===== config.mk =====
export PLATFORM = sky130hd
export DESIGN_NAME = transpose_addr_gen
export DESIGN_NICKNAME = d
export VERILOG_FILES = /design/src/rtl/transpose_pkg.sv /design/src/rtl/transpose_addr_gen_tile_counter.sv /design/src/rtl/transpose_addr_gen.sv
export SDC_FILE = /design/constraint.sdc
export NUM_CORES = 1
export LEC_CHECK = 0
export CAP_MARGIN = 20
export CORE_MARGIN = 8
export CORE_UTILIZATION = 43
export DETAILED_ROUTE_END_ITERATION = 8
export PLACE_DENSITY = 0.88
export SYNTH_ARGS = -nofsm -noshare
export SYNTH_HDL_FRONTEND = slang
export SYNTH_SLANG_ARGS = --single-unit

===== constraint.sdc =====
create_clock -name clk -period 2.2 [get_ports clk]
set_clock_uncertainty 0.1 [all_clocks]
set_input_delay 0.33 -clock clk [delete_from_list [all_inputs] [get_ports clk]]
set_output_delay 0.33 -clock clk [all_outputs]
set_load 0.01 [all_outputs]

===== src/rtl/transpose_pkg.sv =====
// Shared types and helpers for the chunked-transpose address generator.
package transpose_pkg;

  typedef enum logic [1:0] {IDLE, RUN, DONE} state_t;

  typedef enum logic {MODE_TRANSPOSE, MODE_COPY} mode_t;

  function automatic int elem_bytes(input int data_width);
    return data_width / 8;
  endfunction

endpackage


===== src/rtl/transpose_addr_gen_tile_counter.sv =====
// Four-level tile/element counter: elements row-major inside a tile, tiles row-major.
// Wraps to element 0 after the final element of the job.
module tile_counter #(
  parameter int ROWS       = 8,
  parameter int COLS       = 8,
  parameter int CHUNK_SIZE = 2
) (
  input  logic        clk,
  input  logic        rst,
  input  logic        clear_i,
  input  logic        advance_i,
  output logic [31:0] r_o,
  output logic [31:0] c_o,
  output logic        chunk_last_o,
  output logic        last_o
);

  localparam int TR_N = ROWS / CHUNK_SIZE;
  localparam int TC_N = COLS / CHUNK_SIZE;
  localparam int CW   = (CHUNK_SIZE > 1) ? $clog2(CHUNK_SIZE) : 1;
  localparam int TRW  = (TR_N > 1) ? $clog2(TR_N) : 1;
  localparam int TCW  = (TC_N > 1) ? $clog2(TC_N) : 1;

  localparam logic [CW-1:0]  IC_MAX = CW'(CHUNK_SIZE - 1);
  localparam logic [TRW-1:0] TR_MAX = TRW'(TR_N - 1);
  localparam logic [TCW-1:0] TC_MAX = TCW'(TC_N - 1);

  logic [TRW-1:0] tr_q, tr_d;
  logic [TCW-1:0] tc_q, tc_d;
  logic [CW-1:0]  ir_q, ir_d;
  logic [CW-1:0]  ic_q, ic_d;

  logic ic_wrap, ir_wrap, tc_wrap, tr_wrap;

  assign ic_wrap = (ic_q == IC_MAX);
  assign ir_wrap = (ir_q == IC_MAX);
  assign tc_wrap = (tc_q == TC_MAX);
  assign tr_wrap = (tr_q == TR_MAX);

  always_comb begin
    tr_d = tr_q;
    tc_d = tc_q;
    ir_d = ir_q;
    ic_d = ic_q;
    if (clear_i) begin
      tr_d = '0;
      tc_d = '0;
      ir_d = '0;
      ic_d = '0;
    end else if (advance_i) begin
      if (!ic_wrap) begin
        ic_d = ic_q + 1'b1;
      end else begin
        ic_d = '0;
        if (!ir_wrap) begin
          ir_d = ir_q + 1'b1;
        end else begin
          // Tile finished: step to the next tile in row-major tile order.
          ir_d = '0;
          if (!tc_wrap) begin
            tc_d = tc_q + 1'b1;
          end else begin
            tc_d = '0;
            tr_d = tr_wrap ? '0 : tr_q + 1'b1;
          end
        end
      end
    end
  end

  always_ff @(posedge clk) begin
    if (rst) begin
      tr_q <= '0;
      tc_q <= '0;
      ir_q <= '0;
      ic_q <= '0;
    end else begin
      tr_q <= tr_d;
      tc_q <= tc_d;
      ir_q <= ir_d;
      ic_q <= ic_d;
    end
  end

  assign r_o          = 32'(tr_q) * 32'(CHUNK_SIZE) + 32'(ir_q);
  assign c_o          = 32'(tc_q) * 32'(CHUNK_SIZE) + 32'(ic_q);
  assign chunk_last_o = ic_wrap && ir_wrap;
  assign last_o       = ic_wrap && ir_wrap && tc_wrap && tr_wrap;

endmodule


===== src/rtl/transpose_addr_gen.sv =====
// Chunked-transpose address generator: one (load, store) byte-address pair per element,
// first pair one cycle after start, pair held stable while out_ready is low.
module transpose_addr_gen
  import transpose_pkg::*;
#(
  parameter int DATA_WIDTH = 32,
  parameter int ADDR_WIDTH = 8,
  parameter int ROWS       = 8,
  parameter int COLS       = 8,
  parameter int CHUNK_SIZE = 2
) (
  input  logic                  clk,
  input  logic                  rst,
  input  logic                  start,
  input  logic                  mode,
  input  logic [ADDR_WIDTH-1:0] src_base,
  input  logic [ADDR_WIDTH-1:0] dst_base,
  output logic                  busy,
  output logic                  done,
  output logic                  out_valid,
  input  logic                  out_ready,
  output logic [ADDR_WIDTH-1:0] ld_addr,
  output logic [ADDR_WIDTH-1:0] st_addr,
  output logic                  chunk_last,
  output logic                  last
);

  localparam int EB = elem_bytes(DATA_WIDTH);
  localparam int WW = (ADDR_WIDTH > 32) ? ADDR_WIDTH : 32;

  state_t                state_q, state_d;
  mode_t                 mode_q;
  logic [ADDR_WIDTH-1:0] src_q, dst_q;

  logic        launch, fire, run;
  logic [31:0] r, c;
  logic        cnt_chunk_last, cnt_last;

  assign run    = (state_q == RUN);
  assign launch = (state_q == IDLE) && start;
  assign fire   = run && out_ready;

  tile_counter #(
    .ROWS       (ROWS),
    .COLS       (COLS),
    .CHUNK_SIZE (CHUNK_SIZE)
  ) u_cnt (
    .clk          (clk),
    .rst          (rst),
    .clear_i      (launch),
    .advance_i    (fire),
    .r_o          (r),
    .c_o          (c),
    .chunk_last_o (cnt_chunk_last),
    .last_o       (cnt_last)
  );

  always_comb begin
    state_d = state_q;
    unique case (state_q)
      IDLE:    if (start) state_d = RUN;
      RUN:     if (fire && cnt_last) state_d = DONE;
      DONE:    state_d = IDLE;
      default: state_d = IDLE;
    endcase
  end

  always_ff @(posedge clk) begin
    if (rst) begin
      state_q <= IDLE;
      mode_q  <= MODE_TRANSPOSE;
      src_q   <= '0;
      dst_q   <= '0;
    end else begin
      state_q <= state_d;
      if (launch) begin
        mode_q <= mode_t'(mode);
        src_q  <= src_base;
        dst_q  <= dst_base;
      end
    end
  end

  // Linear element indices are formed wide; truncation to ADDR_WIDTH is modular.
  logic [WW-1:0]         row_lin, col_lin;
  logic [ADDR_WIDTH-1:0] ld_full, st_full;

  assign row_lin = WW'(r) * WW'(COLS) + WW'(c);
  assign col_lin = WW'(c) * WW'(ROWS) + WW'(r);
  assign ld_full = src_q + ADDR_WIDTH'(row_lin * WW'(EB));
  assign st_full = dst_q + ADDR_WIDTH'(((mode_q == MODE_COPY) ? row_lin : col_lin) * WW'(EB));

  assign out_valid  = run;
  assign busy       = run;
  assign done       = (state_q == DONE);
  assign ld_addr    = run ? ld_full : '0;
  assign st_addr    = run ? st_full : '0;
  assign chunk_last = run && cnt_chunk_last;
  assign last       = run && cnt_last;

endmodule


==> flow_summary.yaml <==
hold_path:
  hold_class: "reg -> reg"
clock_network:
  cts_buffer_depth: 2
  cts_buffers: 3
  cts_max_level: 1
  holdBufCountCts: 0
  cts-root-buf: "clkbuf_4"
  tritoncts: "yes"
  clock_sinks: 25
  clk_latency_ns: 0.34
  clk_pin_slew_ns: 0.15
floorplan:
  die_area_sq_mm: 0.00567
  start_util_pct: 44.9
  num_rows: 21
  chipHeight_um: 75.3
  io_pins: 42
  core-area_sq_mm: 0.00336
  die_width_um: 75.3
outcome:
  violations: "negative setup slack"
  outcome: "finished, violations left"
route:
  wl_um: 4680
  vias_per_cell: 5.30
  wire_per_inst_um: 15.5
  drt.antenna.violating_nets: 0
  drcViolationCount: 0
  first_pass_iters: 5
  drt_iter0_drc: 141
  vias: 1607
sta:
  fin_ws_ns: -0.454
  fmaxAchievable_ghz: 0.377
  finalMaxSlewViolations: 0
  rsz0062_at_grt: "yes"
  tightestPinTransition_ns: 0.350
  min_period_ns: 2.65
  fin_crit_sh_pct: 121
  finalHoldViolCount: 0
  tns_ns: -1.91
  setup_violations: 8
  slew-limit-headroom_pct: 76.6
synth:
  synth_edf_count: 0
  synth.distinct_cells: 34
  ys_warn_count: 0
  syn-cell-area_sq_mm: 0.00151
  synthCells: 189
  synthesis.nets: 224
  synth_ff_type: "dfxtp_1"
  ys_async_sr_fraction_pct: 0
  synth.avg_cell_area_sq_um: 8.00
  ys_seq_area_share_pct: 33.1
  synth-seq-cells: 25
worst_setup_path:
  critPathCaptureType: "output port"
  cp_data_arrival_time_ns: 2.22
  crit_path_start_kind: "flop"
  crit_type: "reg -> out"
  worstPathRequired_ns: 1.77
  cp_max_fo: 5
global_route:
  grt_overflow_total: 0
  grt_use_total_pct: 16.5
  grt_pass1_vias: 1548
  grt_max_degree: 17
  grt_antenna_before_repair: 0
  grt_pass1_wl_um: 7300
finish:
  drive_above_1_share_pct: 31.5
  final_util_pct: 70.4
  fillers: 257
  final_common_cell: "nand2_1"
  multiInputGateArea_sq_mm: 0.00112
  nNetsFinal: 293
  area_growth_pct: 56.6
  final_cell_mix: "nand2_1, buf_4, a21oi_1, clkdlybuf4s50_1, dfxtp_1"
  regArea_sq_um: 513
  antennaDiodeCount: 0
job:
  maxCapViolCount: 0
power:
  pwr_density_cell_mw_per_mm2: 399
  p_leak_uw: 0.00105
  vdd_drop_max_uv: 416
placed_design:
  gp_congestion: 0.871
  post-dp-hpwl_um: 3410
  port_buffers: 41
  place_ws_ns: -0.575
==> cells in the mapped netlist (2+ instances only) <==
cell type,number,area (sq um)
nand2_1,42,158
a21oi_1,25,125
dfxtp_1,25,500
nor2_1,16,60.1
ha_1,12,150
and2_1,9,56.3
o21ai_0,9,45.0
mux2_2,5,56.3
xor2_1,5,43.8
a21o_1,3,22.5
buf_2,3,15.0
clkbuf_1,3,11.3
inv_1,3,11.3
xnor2_1,3,26.3
a211oi_1,2,15.0
buf_4,2,15.0
fa_1,2,40.0
mux2i_1,2,20.0
nand3_1,2,10.0
nand4_1,2,12.5
==> repair_timing <==
item / CTS / global route
endpoints found under the setup margin: 18 / 12
gates resized for setup: 71 / 16
buffers inserted: 2 / 3
pin swaps: 16 / 15
==> area by class of cell <==
class                      count  area share [%]
multi-input combinational    152            47.5
timing repair buffer          73            26.6
sequential                    25            21.7
tap                           46            2.43
clock buffer                   3           0.951
inverter                       3           0.476
clock inverter                 1           0.370
==> per-stage QoR <==
step | hold WS, ns | power (uW) | area [sq um] | instances
after floorplan | 0.332 | 605 | 1580 | 189
after global placement | 0.338 | 704 | 2200 | 296
after detailed placement | 0.345 | 710 | 2200 | 296
after CTS | 0.364 | 939 | 2280 | 301
after global routing | 0.396 | 994 | 2370 | 303
final | 0.361 | 945 | 2370 | 303
==> cell families (layout without fill, tap and decap cells) <==
| family | Yosys count | in the layout | share of synthesized area (%) |
|---|---|---|---|
| compound gates | 43 | 43 | 16.1 |
| xor+xnor | 8 | 8 | 4.64 |
| fa+ha+maj | 14 | 14 | 12.6 |
| buf+inv | 12 | 80 | 4.22 |
| flops | 25 | 25 | 33.1 |
| mux | 7 | 7 | 5.05 |
| simple gates | 80 | 80 | 24.3 |
==> layer usage <==
metal | global-route usage [%] | vias to the layer above | share of wire (%)
li1 | - | 782 | -
met1 | 20.5 | 751 | 43
met2 | 27.7 | 65 | 50
met3 | 4.79 | 9 | 6.6
met4 | 3.20 | 0 | 0.96
met5 | 0 | - | 0
==> final timing paths <==
kind	to	slack [ns]	startpoint	cells past startpoint
min reg2reg	dst_q[1]	0.36	dst_q[1]	2
max	st_addr[6]	-0.45	mode_q	8
max reg2reg	u_cnt.tr_q[0]	0.68	u_cnt.tc_q[0]	6
min	dst_q[1]	0.36	dst_q[1]	2
==> state kept, by name (all words and copies together), names as in the netlist <==
signal      count
u_cnt.ic_q      1
state_q         2
u_cnt.tc_q      2
mode_q          1
u_cnt.tr_q      2
src_q           8
dst_q           8
u_cnt.ir_q      1
==> worst max-delay path, stage by stage, from the launching register on <==
cell and delay (ns):
dfxtp_4 0.42, mux2_4 0.32, ha_4 0.18, fa_2 0.34, a21o_1 0.17, a21oi_2 0.12, xor2_1 0.15, nor2_1 0.06
buf_2 0.13
==> report_power, final <==
| group | internal, uW | total (uW) | leakage (uW) | switching [uW] |
|---|---|---|---|---|
| sequential | 474 | 495 | 0.000208 | 21.8 |
| combinational | 114 | 218 | 0.000829 | 104 |
| clock | 74.5 | 231 | 0.0000183 | 157 |
Note: power is estimated with default switching activity, not from simulation.
